===== src/rtl/shift_add_multiplier_pkg.sv =====
// Shared definitions for the shift-and-add multiplier.
// Holds the FSM state encoding, operand width and product width.
package shift_add_multiplier_pkg;

    localparam int BITS   = 4;
    localparam int PROD_W = 2 * BITS;
    localparam int STEP_W = 2;

    typedef enum logic [1:0] {
        IDLE = 2'd0,
        RUN  = 2'd1,
        DONE = 2'd2
    } state_t;

endpackage


===== src/rtl/shift_add_multiplier_four_bit_adder.sv =====
// four_bit_adder: 4-bit ripple-carry adder built from full-adder equations.
module four_bit_adder (
    input  logic [3:0] A,
    input  logic [3:0] B,
    input  logic       CarryIN,
    output logic [3:0] Sum,
    output logic       CarryOUT
);

    // Ripple the carry through four full-adder stages.
    always_comb begin
        logic [4:0] c;
        c    = '0;
        Sum  = '0;
        c[0] = CarryIN;
        for (int unsigned i = 0; i < 4; i++) begin
            Sum[i]   = A[i] ^ B[i] ^ c[i];
            c[i + 1] = (A[i] & B[i]) | (c[i] & (A[i] ^ B[i]));
        end
        CarryOUT = c[4];
    end

endmodule


===== src/rtl/shift_add_multiplier.sv =====
// shift_add_multiplier: sequential 4x4 unsigned multiplier.
// One add-and-shift step per RUN cycle; four steps per operation.
// Optional macro MULT_ZERO_BYPASS_EN: a zero operand skips RUN and goes
// straight to DONE with a zero product.
module shift_add_multiplier #(
    parameter int BITS = 4
) (
    input  logic                Clk,
    input  logic                Reset,
    input  logic                Start,
    input  logic [BITS-1:0]     A,
    input  logic [BITS-1:0]     B,
    output logic                Busy,
    output logic                Done,
    output logic [2*BITS-1:0]   Product
);

    import shift_add_multiplier_pkg::*;

    state_t              r_state;
    state_t              w_next;
    logic [BITS-1:0]     r_mcand;
    logic [2*BITS:0]     r_prod;     // {carry, high, low}
    logic [STEP_W-1:0]   r_cnt;
    logic [PROD_W-1:0]   r_product;

    logic                w_accept;
    logic                w_bypass;
    logic [BITS-1:0]     w_addend;
    logic [BITS-1:0]     w_sum;
    logic                w_cout;
    logic [2*BITS:0]     w_shift;
    logic                w_unused_carry;

    // Add the multiplicand only when the current low bit is set.
    assign w_addend = r_prod[0] ? r_mcand : '0;

    four_bit_adder u_adder (
        .A        (r_prod[2*BITS-1:BITS]),
        .B        (w_addend),
        .CarryIN  (1'b0),
        .Sum      (w_sum),
        .CarryOUT (w_cout)
    );

    // The carry joins the shifted value so 15*15 keeps its top bit.
    assign w_shift = {1'b0, w_cout, w_sum, r_prod[BITS-1:1]};

    // Register bit 8 is always zero after a shift; kept for the 9-bit layout.
    assign w_unused_carry = r_prod[2*BITS];

    assign Product = r_product;

    // State register.
    always_ff @(posedge Clk) begin
        if (Reset) begin
            r_state <= IDLE;
        end else begin
            r_state <= w_next;
        end
    end

    // Next-state, acceptance and status outputs.
    always_comb begin
        w_next   = r_state;
        w_accept = 1'b0;
        w_bypass = 1'b0;
        Busy     = 1'b0;
        Done     = 1'b0;
        case (r_state)
            IDLE, DONE: begin
                Done   = (r_state == DONE);
                w_next = IDLE;
                if (Start) begin
                    w_accept = 1'b1;
                    w_next   = RUN;
`ifdef MULT_ZERO_BYPASS_EN
                    if ((A == '0) || (B == '0)) begin
                        w_bypass = 1'b1;
                        w_next   = DONE;
                    end
`endif
                end
            end
            RUN: begin
                Busy = 1'b1;
                if (r_cnt == '1) begin
                    w_next = DONE;
                end
            end
            default: begin
                w_next = IDLE;
            end
        endcase
        if (Reset) begin
            w_next = IDLE;
        end
    end

    // Operand capture, add-and-shift steps and product update.
    always_ff @(posedge Clk) begin
        if (Reset) begin
            r_mcand   <= '0;
            r_prod    <= '0;
            r_cnt     <= '0;
            r_product <= '0;
        end else if (w_accept) begin
            r_mcand <= A;
            r_prod  <= {1'b0, {BITS{1'b0}}, B};
            r_cnt   <= '0;
            if (w_bypass) begin
                r_product <= '0;
            end
        end else if (r_state == RUN) begin
            r_prod <= w_shift;
            r_cnt  <= r_cnt + 1'b1;
            if (r_cnt == '1) begin
                r_product <= w_shift[PROD_W-1:0];
            end
        end
    end

endmodule


===== config.mk =====
export PLATFORM = sky130hd
export DESIGN_NAME = shift_add_multiplier
export DESIGN_NICKNAME = d
export VERILOG_FILES = /design/src/rtl/shift_add_multiplier_pkg.sv /design/src/rtl/shift_add_multiplier_four_bit_adder.sv /design/src/rtl/shift_add_multiplier.sv
export SDC_FILE = /design/constraint.sdc
export NUM_CORES = 1
export LEC_CHECK = 0
export CAP_MARGIN = 40
export CORE_UTILIZATION = 37
export DETAILED_ROUTE_END_ITERATION = 8
export PLACE_DENSITY = 0.71
export RECOVER_POWER = 25
export SYNTH_ARGS = -nofsm -noshare
export SYNTH_HDL_FRONTEND = slang
export SYNTH_SLANG_ARGS = --single-unit

===== constraint.sdc =====
create_clock -name Clk -period 2 [get_ports Clk]
set_clock_uncertainty 0.1 [all_clocks]
set_input_delay 0.3 -clock Clk [delete_from_list [all_inputs] [get_ports Clk]]
set_output_delay 0.3 -clock Clk [all_outputs]
set_load 0.02 [all_outputs]

Word-level counts from Yosys, hierarchy flattened
Cells that the tools add are included.
{ "op_classes": {"bitwise_logic": 18, "n_eq_ne": 4, "n_addsub": 1, "reduce_logical": 5, "mux": 10} }
{ "op_table": {"columns": ["cell", "n"], "rows": [
  ["4-bit 2-to-1 mux", 3],
  ["1-bit bitwise AND", 7],
  ["1-bit XOR", 7],
  ["1-bit 2-to-1 mux", 5],
  ["2-bit == test (second input constant)", 2],
  ["2-bit one-hot mux with 2 select lines", 1],
  ["2-bit OR reduction", 2],
  ["1-bit OR", 3],
  ["3-bit AND reduction", 1],
  ["2-bit by 1-bit adder with 2-bit output (second input constant)", 1],
  ["2-bit by 1-bit == test with 1-bit output (second input constant)", 1],
  ["2-bit zero test", 1],
  ["2-bit 2-to-1 mux", 1],
  ["2-bit by 1-bit inequality test with 1-bit output (second input constant)", 1],
  ["2-bit nonzero test", 1],
  ["1-bit inverter", 1]
]} }
{ "totals": {"inputBits": 11, "output_inout_bits": 10, "regBits": 24} }

Depth between registers and ports, before layout
{ "depth": {"word_depth": 8, "mapped_depth": 9, "depth_no_buf": 9} }

By module
A second synthesis with hierarchy kept.
{ "hier_totals": {"hier_cells": 126, "hier_area_um2": 1098.6} }
{ "modules_own_cells": {"columns": ["module", "area_per_inst_um2", "instances", "cells_per_inst"], "rows": [
  ["shift_add_multiplier", 980.9, 1, 112],
  ["four_bit_adder", 117.6, 1, 14]
]} }

Least setup slack after synthesis
No wires, ideal clock.
{ "synth_timing": {"path_type": "flip-flop to flip-flop", "from": "register r_prod[0]", "to": "register r_product[6] (netlist: Product[6])", "path_slack_ps": -62, "t_arrival_ps": 1876, "stages_incl_launch_ff": 10, "required_time_ps": 1814, "synth_period_minus_slack_ps": 2062, "setup_time_ps": 86, "path_cell_list": "dfxtp_1 > and2_1 > ha_1 > inv_1 > fa_1 > inv_1 > fa_1 > inv_1 > fa_1 > a211oi_1"} }
{ "synth_between": {"elab_chain_len": 7, "word_cells_on_any_way": 12, "cone_classes": "1 x mux; 11 x bitwise"} }
{ "synth_rtl": {"columns": ["element", "line", "source"], "rows": [
  ["start: declaration", "shift_add_multiplier.sv:23", "logic [2*BITS:0] r_prod;"],
  ["start signal: assignment", "shift_add_multiplier.sv:109", "r_prod <= {1'b0, {BITS{1'b0}}, B};"],
  ["start signal: assignment", "shift_add_multiplier.sv:115", "r_prod <= w_shift;"],
  ["4-bit 2-to-1 mux *", "shift_add_multiplier.sv:36", "assign w_addend = r_prod[0] ? r_mcand : '0;"],
  ["1-bit bitwise AND / 1-bit XOR (equally long branches)", "shift_add_multiplier_four_bit_adder.sv:18", "c[i + 1] = (A[i] & B[i]) | (c[i] & (A[i] ^ B[i]));"],
  ["1-bit bitwise AND", "shift_add_multiplier_four_bit_adder.sv:18", null],
  ["1-bit OR", "shift_add_multiplier_four_bit_adder.sv:18", null],
  ["1-bit bitwise AND", "shift_add_multiplier_four_bit_adder.sv:18", null],
  ["1-bit OR", "shift_add_multiplier_four_bit_adder.sv:18", null],
  ["1-bit XOR *", "shift_add_multiplier_four_bit_adder.sv:17", "Sum[i] = A[i] ^ B[i] ^ c[i];"],
  ["end signal: assignment", "shift_add_multiplier.sv:118", "r_product <= w_shift[PROD_W-1:0];"],
  ["end: declaration", "shift_add_multiplier.sv:25", "logic [PROD_W-1:0] r_product;"]
]} }
Every way passes the cells marked *; elsewhere a longest branch is shown, timed or not.
A chain may end at the register's enable or synchronous reset.

Worst setup path in the final report
{ "layout_timing": {"from": "register r_mcand[0]", "to": "register r_prod[6]"} }
{ "layout_between": {"elab_chain_len": 7} }
{ "layout_rtl": {"columns": ["element", "line", "source"], "rows": [
  ["start: declaration", "shift_add_multiplier.sv:22", "logic [BITS-1:0] r_mcand;"],
  ["start signal: assignment", "shift_add_multiplier.sv:103", "r_mcand <= '0;"],
  ["start signal: assignment", "shift_add_multiplier.sv:108", "r_mcand <= A;"],
  ["4-bit 2-to-1 mux", "shift_add_multiplier.sv:36", null],
  ["1-bit bitwise AND (2 in a row)", "shift_add_multiplier_four_bit_adder.sv:18", null],
  ["1-bit OR", "shift_add_multiplier_four_bit_adder.sv:18", null],
  ["1-bit bitwise AND", "shift_add_multiplier_four_bit_adder.sv:18", null],
  ["1-bit OR", "shift_add_multiplier_four_bit_adder.sv:18", null],
  ["1-bit XOR", "shift_add_multiplier_four_bit_adder.sv:17", null]
]} }
No other way between the ends.

==> flow_summary.yaml <==
floorplan:
  die_w_um: 55.1
  io_pins: 21
  die_y_um: 55.1
  rows: 18
  start_util_pct: 40.6
  dieArea_mm2: 0.00304
  coreArea_mm2: 0.00257
global_routing:
  grt_pass1_vias: 713
  gr-total-overflow: 0
  grt_usage_pct: 14.7
  antenna_found_initial: 0
  grt_first_pass_wirelength_um: 3060
  grt_max_degree: 19
yosys:
  syn_inst: 115
  synth_edf_count: 0
  ys_ff_latch: 24
  ys_seq_area_share_pct: 46.0
  synth.distinct_cells: 27
  ys_warn_count: 0
  synth_flop_cell: "dfxtp_1"
  synth_top_cell_by_area: "dfxtp_1"
  syn-cell-area_mm2: 0.00104
  synth_nets: 131
  synth_top_area_share_pct: 46.0
  synth_area_leaders: "dfxtp_1 46%, nand2_1 8.6%, fa_1 5.8%"
  ys_async_sr_fraction_pct: 0
  synthTopCellsByCount: "24 x dfxtp_1, 24 x nand2_1, 11 x a21oi_1, 8 x nor2_1, 8 x nor3_1"
  syn_avg_cell_area_um2: 9.07
cts:
  cts-buffers-inserted: 3
  cts_buffer_depth: 2
  cts.sinks: 24
  ctsHoldBuffers: 0
  cts_setup_buffers: 0
  htree_levels: 1
  clk_latency_ns: 0.31
  root_buffer: "clkbuf_4"
  clkTransAtPathRegs_ns: 0.13
  cts_tree: "built"
route:
  vias: 817
  first_iter_violations: 9
  avgViaCountPerCell: 4.92
  postRouteAntennaNets: 0
  wl_per_cell_um: 11.7
  drt_wl_total_um: 1950
  drc: 0
  dr.pass1.iters: 2
sta:
  period_share_pct: 106
  rsz0062_at_grt: "true"
  fmax_mhz: 473
  worst_pin_slew_ns: 0.420
  setup_viol: 2
  fin_crit_ns: 2.11
  hold_viol_final: 0
  tns_ns: -0.210
  slew_headroom_pct: 72.0
  whs_ns: 0.361
  setup_slack_ns: -0.113
  drv_slew: 0
finish:
  diodes: 0
  multi_input_area_um2: 500
  nNetsFinal: 153
  area_growth_pct: 25.9
  num-fill-cells: 245
  drive_above_1_share_pct: 19.1
  register_area_um2: 483
outcome:
  violations: "setup timing"
  outcome: "finished, violations left"
run:
  cap_violations: 0
worst_setup_path:
  start_kind: "register"
  end_kind: "register"
  cp_data_arrival_time_ns: 2.25
  crit_type: "reg -> reg"
  path_max_fanout: 2
  required_ns: 2.14
worst_hold_path:
  holdCritPathClass: "reg -> reg"
placement:
  dp.final_hpwl_um: 1440
  pre_cts_ws_ns: -0.110
  gp_congestion: 0.756
  io_buffers: 20
pwr:
  p_per_area_mw_per_mm2: 676
  p_leak_nw: 0.460
  peakVddDrop_mv: 0.521
-- kinds of logic (layout without fill, tap and decap cells) --
family                   count (synthesis)  after routing  synth area share [%]
XOR/XNOR                                 1              1                 0.839
AND/OR/NAND/NOR                         50             50                  22.2
flip-flops                              24             24                  46.0
AO/OA/AOI/OAI                           22             22                  14.1
adder cells (fa/ha/maj)                  5              5                  8.15
buffers and inverters                   13             34                  8.63
-- state kept, by name (all words and copies together) (netlist names) --
signal,count
r_state,2
r_mcand,4
r_prod,8
Product,8
r_cnt,2
-- where the power goes --
part | internal (W) | switching, W | leakage (nW)
clock | 0.000111 | 0.000140 | 0.0210
combinational | 0.0000589 | 0.0000634 | 0.243
sequential | 0.000499 | 0.0000145 | 0.196
-- worst max-delay path, stage by stage (launching register included) --
cell and delay, ns:
dfxtp_2 0.34, and2_4 0.15, ha_4 0.15, inv_2 0.04, fa_2 0.18, inv_2 0.04
fa_2 0.32, inv_2 0.06, fa_2 0.44, a211oi_2 0.21
-- stage by stage --
step           util [%]  std cells  instance area (um^2)  total power (W)
4_1_cts            51.1        166                  1310         0.000898
5_1_grt            51.2        166                  1310         0.000929
3_3_place_gp       48.9        162                  1250         0.000641
2_1_floorplan         -        115                  1050         0.000609
6_report           51.2        166                  1310         0.000888
3_5_place_dp       48.9        162                  1250         0.000645
-- timing repair --
action,CTS,global route
setup endpoints to repair,5,4
pin swaps,0,0
gates cloned,0,0
hold endpoints to repair,0,0
gates resized for setup,8,1
-- cell type report --
| cell class | count | share of cell area [%] |
|---|---|---|
| well taps | 30 | 2.86 |
| multi-input cells | 78 | 38.1 |
| flip-flops and latches | 24 | 36.8 |
| repair buffers | 24 | 17.4 |
| inverters | 6 | 2.10 |
| clock buffers | 4 | 2.76 |
-- final timing paths --
path / slack [ns] / to / cells after the start / start
max: -0.11 / r_prod[6] / 9 / r_mcand[0]
min: 0.36 / r_mcand[0] / 2 / r_mcand[0]
max reg2reg: -0.11 / r_prod[6] / 9 / r_mcand[0]
min reg2reg: 0.36 / r_mcand[0] / 2 / r_mcand[0]
-- layer usage --
layer	track usage [%]	routed length (um)	up-vias
met5	0	0	-
met1	17.6	914	388
li1	-	-	419
met4	10.0	27	0
met3	1.64	33	2
met2	24.5	970	8
-- cells in the final DEF, fill, tap and decap left out, types with 2 or more instances in the layout --
cell / n
nand2_1: 24
dfxtp_1: 22
clkdlybuf4s50_1: 19
a21oi_1: 11
nor2_1: 8
nor3_1: 8
a211oi_2: 4
o22ai_1: 4
buf_4: 4
inv_2: 3
fa_2: 3
clkbuf_4: 3
nand2b_1: 2
inv_1: 2
a211oi_1: 2
dfxtp_2: 2
(Power assumes the default switching activity.)
